`config.mk`:
```
export PLATFORM = sky130hd
export DESIGN_NAME = turn_scheduler
export DESIGN_NICKNAME = d
export VERILOG_FILES = /design/src/rtl/turn_scheduler.sv
export SDC_FILE = /design/constraint.sdc
export NUM_CORES = 1
export LEC_CHECK = 0
export ABC_CLOCK_PERIOD_IN_PS = 4350
export BUFFER_PORTS_ARGS = -buffer_cell sky130_fd_sc_hd__buf_2
export CORE_MARGIN = 2
export CORE_UTILIZATION = 53
export CTS_BUF_LIST = sky130_fd_sc_hd__clkbuf_4 sky130_fd_sc_hd__clkbuf_8 sky130_fd_sc_hd__clkbuf_16
export DETAILED_ROUTE_END_ITERATION = 6
export GPL_TIMING_DRIVEN = 0
export PLACE_DENSITY = 0.87
export SKIP_CTS_REPAIR_TIMING = 1
export SLEW_MARGIN = 15
export SYNTH_ARGS = -nofsm -noshare
export SYNTH_HDL_FRONTEND = slang
export SYNTH_SLANG_ARGS = --single-unit
```
`constraint.sdc`:
```
create_clock -name clk -period 4.35 [get_ports clk]
set_input_delay 0.2175 -clock clk [delete_from_list [all_inputs] [get_ports clk]]
set_output_delay 0.2175 -clock clk [all_outputs]
set_load 0.02 [all_outputs]
```
`src/rtl/turn_scheduler.sv`:
```
// turn_scheduler: two-player turn controller for the 1A2B game.
// Grants the shared guess-entry path to one player at a time, handshakes each
// submitted guess with the A/B scorer, tracks remaining chances per player and
// declares a winner or a draw.
// Build option: define TURN_TIMER_EN to add the per-turn countdown and timeout
// forfeit. Without it, turns end only on entry_done and turn_secs_left and
// timeout_pulse are tied to 0.
module turn_scheduler #(
    parameter int TICKS_PER_SEC = 50_000_000,
    parameter int TURN_SECS     = 30,
    parameter int MAX_CHANCES   = 5
) (
    input  logic       clk,
    input  logic       reset,
    input  logic       start,
    input  logic       first_player,
    input  logic       entry_done,
    input  logic       score_ack,
    input  logic       score_win,
    output logic       entry_en,
    output logic       active_player,
    output logic       score_req,
    output logic [5:0] turn_secs_left,
    output logic [2:0] chances_p0,
    output logic [2:0] chances_p1,
    output logic       timeout_pulse,
    output logic       winner_valid,
    output logic       winner,
    output logic       draw
);

    typedef enum logic [2:0] {
        ST_IDLE,
        ST_ENTRY,
        ST_SCORE,
        ST_SWITCH,
        ST_DONE
    } state_t;

    localparam logic [2:0] CHANCES_INIT = 3'(MAX_CHANCES);

    state_t     state_reg, state_next;
    logic       entry_en_reg, entry_en_next;
    logic       score_req_reg, score_req_next;
    logic       active_reg, active_next;
    logic       winner_reg, winner_next;
    logic       winner_valid_reg, winner_valid_next;
    logic       draw_reg, draw_next;
    logic [5:0] chances_all;

    // Qualified events: each input only matters in the state that consumes it
    logic start_go;
    logic ack_win;
    logic ack_miss;
    logic timeout_go;
    logic lose_chance;
    logic both_empty;
    logic other_has_chances;
    logic sw_draw;
    logic sw_cont;

    assign start_go          = start && (state_reg == ST_IDLE || state_reg == ST_DONE);
    assign ack_win           = (state_reg == ST_SCORE) && score_ack && score_win;
    assign ack_miss          = (state_reg == ST_SCORE) && score_ack && !score_win;
    assign lose_chance       = timeout_go || ack_miss;
    assign both_empty        = (chances_all == 6'd0);
    assign other_has_chances = active_reg ? (chances_all[2:0] != 3'd0) : (chances_all[5:3] != 3'd0);
    assign sw_draw           = (state_reg == ST_SWITCH) && both_empty;
    assign sw_cont           = (state_reg == ST_SWITCH) && !both_empty;

`ifdef TURN_TIMER_EN
    localparam int         PRE_W     = (TICKS_PER_SEC > 1) ? $clog2(TICKS_PER_SEC) : 1;
    localparam logic [5:0] SECS_INIT = 6'(TURN_SECS);

    logic [PRE_W-1:0] prescaler_reg, prescaler_next;
    logic [5:0]       secs_reg, secs_next;
    logic             timeout_reg;
    logic             tick_wrap;

    assign tick_wrap  = (state_reg == ST_ENTRY) && (prescaler_reg == PRE_W'(TICKS_PER_SEC - 1));
    // A confirmed guess on the final wrap wins over the forfeit
    assign timeout_go = tick_wrap && (secs_reg == 6'd1) && !entry_done;

    // Countdown: runs only while entry is open, reloads at the start of every turn
    always_comb begin
        prescaler_next = prescaler_reg;
        secs_next      = secs_reg;
        if (start_go || sw_cont) begin
            prescaler_next = '0;
            secs_next      = SECS_INIT;
        end else if (state_reg == ST_ENTRY && !entry_done) begin
            if (tick_wrap) begin
                prescaler_next = '0;
                secs_next      = secs_reg - 6'd1;
            end else begin
                prescaler_next = prescaler_reg + 1'b1;
            end
        end
    end

    // Countdown registers and the registered forfeit pulse
    always_ff @(posedge clk) begin
        if (reset) begin
            prescaler_reg <= '0;
            secs_reg      <= '0;
            timeout_reg   <= 1'b0;
        end else begin
            prescaler_reg <= prescaler_next;
            secs_reg      <= secs_next;
            timeout_reg   <= timeout_go;
        end
    end

    assign turn_secs_left = secs_reg;
    assign timeout_pulse  = timeout_reg;
`else
    logic unused_timer_cfg;

    assign unused_timer_cfg = (TICKS_PER_SEC > 0) ^ (TURN_SECS > 0);
    assign timeout_go       = 1'b0;
    assign turn_secs_left   = '0;
    assign timeout_pulse    = 1'b0;
`endif

    // Per-player chance counters: reload on match start, saturating decrement on a lost turn
    for (genvar gi = 0; gi < 2; gi++) begin : g_chances
        logic [2:0] cnt_reg, cnt_next;

        // Next chance count for this player
        always_comb begin
            cnt_next = cnt_reg;
            if (start_go) begin
                cnt_next = CHANCES_INIT;
            end else if (lose_chance && (active_reg == 1'(gi)) && (cnt_reg != 3'd0)) begin
                cnt_next = cnt_reg - 3'd1;
            end
        end

        // Chance count register
        always_ff @(posedge clk) begin
            if (reset) begin
                cnt_reg <= '0;
            end else begin
                cnt_reg <= cnt_next;
            end
        end

        assign chances_all[gi*3 +: 3] = cnt_reg;
    end

    // State and registered outputs
    always_ff @(posedge clk) begin
        if (reset) begin
            state_reg        <= ST_IDLE;
            entry_en_reg     <= 1'b0;
            score_req_reg    <= 1'b0;
            active_reg       <= 1'b0;
            winner_reg       <= 1'b0;
            winner_valid_reg <= 1'b0;
            draw_reg         <= 1'b0;
        end else begin
            state_reg        <= state_next;
            entry_en_reg     <= entry_en_next;
            score_req_reg    <= score_req_next;
            active_reg       <= active_next;
            winner_reg       <= winner_next;
            winner_valid_reg <= winner_valid_next;
            draw_reg         <= draw_next;
        end
    end

    // Next-state decode
    always_comb begin
        state_next = state_reg;
        case (state_reg)
            ST_IDLE, ST_DONE: begin
                if (start) state_next = ST_ENTRY;
            end
            ST_ENTRY: begin
                if (entry_done)      state_next = ST_SCORE;
                else if (timeout_go) state_next = ST_SWITCH;
            end
            ST_SCORE: begin
                if (score_ack) state_next = score_win ? ST_DONE : ST_SWITCH;
            end
            ST_SWITCH: begin
                state_next = both_empty ? ST_DONE : ST_ENTRY;
            end
            default: state_next = ST_IDLE;
        endcase
    end

    // Next values of the registered outputs
    always_comb begin
        entry_en_next     = (state_next == ST_ENTRY);
        score_req_next    = (state_next == ST_SCORE);
        active_next       = active_reg;
        winner_next       = winner_reg;
        winner_valid_next = winner_valid_reg;
        draw_next         = draw_reg;
        if (start_go) begin
            active_next       = first_player;
            winner_next       = 1'b0;
            winner_valid_next = 1'b0;
            draw_next         = 1'b0;
        end
        if (ack_win) begin
            winner_next       = active_reg;
            winner_valid_next = 1'b1;
        end
        if (sw_draw) begin
            draw_next = 1'b1;
        end else if (sw_cont && other_has_chances) begin
            active_next = ~active_reg;
        end
    end

    assign entry_en      = entry_en_reg;
    assign score_req     = score_req_reg;
    assign active_player = active_reg;
    assign winner        = winner_reg;
    assign winner_valid  = winner_valid_reg;
    assign draw          = draw_reg;
    assign chances_p0    = chances_all[2:0];
    assign chances_p1    = chances_all[5:3];

endmodule

```
==> run metrics <==
Die X=between 40 and 50 um; latest clock arrival within the worst-skew pair=around 0.28 ns; I/O Buffers=18; Worst Path Required=about 4.6 ns; Final Max Tran Viols=0; routed wire length=about 1700 um; met1 usage in global routing=between 20% and 30%; CTS Buf Count=3; Worst setup EP type=flop; worst-path fanout max=5; total grt overflow=0; routed vias/inst=between 5 and 6; Wirelength per Cell=around 12 um; final setup fails=0; fin nets=133; initial DRC count=30; Post-Route Setup TNS=0 ns; fmax=629.2 MHz; most area-consuming cells after synthesis=dfxtp_1 (35%), buf_4 (6.2%), ha_1 (5.9%); Placer Congestion=about 0.77; H-tree level count=1; Hold Crit Class=in2reg; CP delay by family, top=simple AND/OR/NAND/NOR gates; Pleak=between 0.0004 and 0.0005 uW; power density over the cells=around 310 nW/um^2; CP Cell Sequence=inv_1 > ha_1 > nand2b_1 > o41ai_1 > and3_1 > and2_2; Core Footprint=roughly 1500 sq um; Yosys warning count=0; Yosys top cell area share=between 30% and 40%; Synth cell types=35; RSZ-0062 raised after global routing=false; Finished Core Util=between 60% and 70%; DRC=0; Area Overhead vs Synth=19.15%; vias in the first global route=~630; CTS tree=done; CTS root buf=clkbuf_4; met3 GRT Util=about 3.7%; met2 GRT Util=29.71%; Post-Synthesis Cells=93; sequential share of the synthesized area=35.35%; slowest cell delay on critical path=around 0.38 ns; # diodes=0; router iterations before antenna repair=4; worst vdd ir=~260 uV; Cell Rows=14; CP Launch Type=flop; initial antenna violation count=0; kind of critical path=reg2reg; Total Die Area=~1900 sq um; status=finished, final reports clean; WHS=approximately 0.13 ns; Syn Area/Cell=~9.1 sq um; Crit path arrival time=1.81 ns; Seq cells post-synth=15; leading area contributor after synthesis=dfxtp_1; Post-Syn Area=849.6 sq um; max-cap viol count=0; clock sinks=15; I/O pin count=26; GRT Total Usage=between 15 and 20%; CTS Buffer Depth=2; Fin Clk Skew=0.01348 ns; largest net degree at the start of global routing=11; clock-pin slew on the worst setup and hold paths=approximately 0.10 ns; final worst path period share=between 30% and 40%; Die Ht=~44 um; final hold violations=0; most utilized layer in the global route result=met2; HPWL after DPL=1314 um; share of layout cells above drive strength 1=between 30% and 40%; Buf/Inv on CP=1; DRT antenna net count=0; Initial Util=a little under three fifths; global-route wire length before repair=roughly 2600 um; routed via count=between 700 and 800; time the worst path needs with I/O delays and setup=approximately 1.6 ns; slowest CP cell=o41ai_1
stage by stage:
step / cell area (sq um) / setup slack [ns] / instances / total power, uW
after floorplan: 872.1 / 2.809 / 99 / 208.7
after global placement: 982.2 / 2.834 / 133 / 224.6
after detailed placement: 982.2 / 2.801 / 133 / 227.0
after CTS: 1012 / 2.789 / 137 / 310.9
after global routing: 1012 / 2.601 / 137 / 325.5
final: 1012 / 2.761 / 137 / 309.8
cell families after synthesis:
| logic type | count (synthesis) | synth area share (%) |
|---|---|---|
| other cells | 1 | 0.4414 |
| buf+inv | 14 | 10.16 |
| flops | 15 | 35.35 |
| fa+ha+maj | 4 | 5.891 |
| simple gates | 43 | 34.32 |
| xor+xnor | 2 | 2.062 |
| compound gates | 14 | 11.78 |
cells in the final DEF, fill, tap and decap left out, drive strengths merged, types with 6 or more instances in the layout:
cell type / count
buf: 26
nor2: 9
conb: 7
clkbuf: 6
nand2b: 6
dfxtp: 15
a21oi: 6
metal layers:
| metal | wire length, um | vias up |
|---|---|---|
| li1 | - | 374 |
| met1 | 729 | 337 |
| met2 | 802 | 27 |
| met3 | 119 | 2 |
| met4 | 10 | 0 |
| met5 | 0 | - |
synthesized netlist by cell type:
master	instances
a2111oi_0	1
a2111oi_2	1
a211oi_1	3
a21oi_1	6
and2_2	1
and2b_2	1
and3_1	3
and3_4	1
and3b_2	1
and4bb_2	1
buf_4	7
buf_6	1
clkbuf_1	2
conb_1	1
dfxtp_1	15
ha_1	4
inv_1	4
nand2_1	3
nand2b_1	6
nand3b_1	4
nand4_1	2
nand4b_1	1
nor2_1	9
nor2b_1	1
nor3_1	3
nor3b_2	1
nor4_2	1
nor4b_1	1
nor4b_2	1
o21ai_0	1
o32a_1	1
o41ai_1	1
or3b_2	1
or4b_1	1
xor2_1	2
power breakdown:
group	total (uW)	internal [uW]	switching, uW
Clock	85.1	41.7	43.4
Combinational	71.4	30.0	41.5
Sequential	153	145	7.97
Total	310	217	92.8
layout make-up:
| class | count | area [sq um] |
|---|---|---|
| clock buffers | 4 | 30.03 |
| repair buffers | 18 | 90.09 |
| fillers | 132 | 494.2 |
| multi-input cells | 70 | 485.5 |
| well taps | 16 | 20.02 |
| plain buffers | 10 | 71.32 |
| flip-flops and latches | 15 | 300.3 |
| inverters | 4 | 15.01 |
path summary, 6_finish.rpt:
kind | from | to | slack, ns | cells after the start
hold / removal | reset | state_reg[1]$_SDFF_PP0_ | 0.13 | 2
setup / recovery | chances_p0[0]$_SDFFE_PP0P_ | score_req$_SDFF_PP0_ | 2.76 | 6
setup reg to reg | chances_p0[0]$_SDFFE_PP0P_ | score_req$_SDFF_PP0_ | 2.76 | 6
hold reg to reg | draw$_SDFFE_PP0P_ | draw$_SDFFE_PP0P_ | 0.46 | 2
worst reg2reg max path, delay by kind of cell, from the launching register on:
family          cells  cell delay [ns]
simple gates        3             0.56
compound gates      1             0.38
flops               1             0.35
fa+ha+maj           1             0.16
buf+inv             1             0.09
Note: power is estimated with default switching activity, not from simulation.
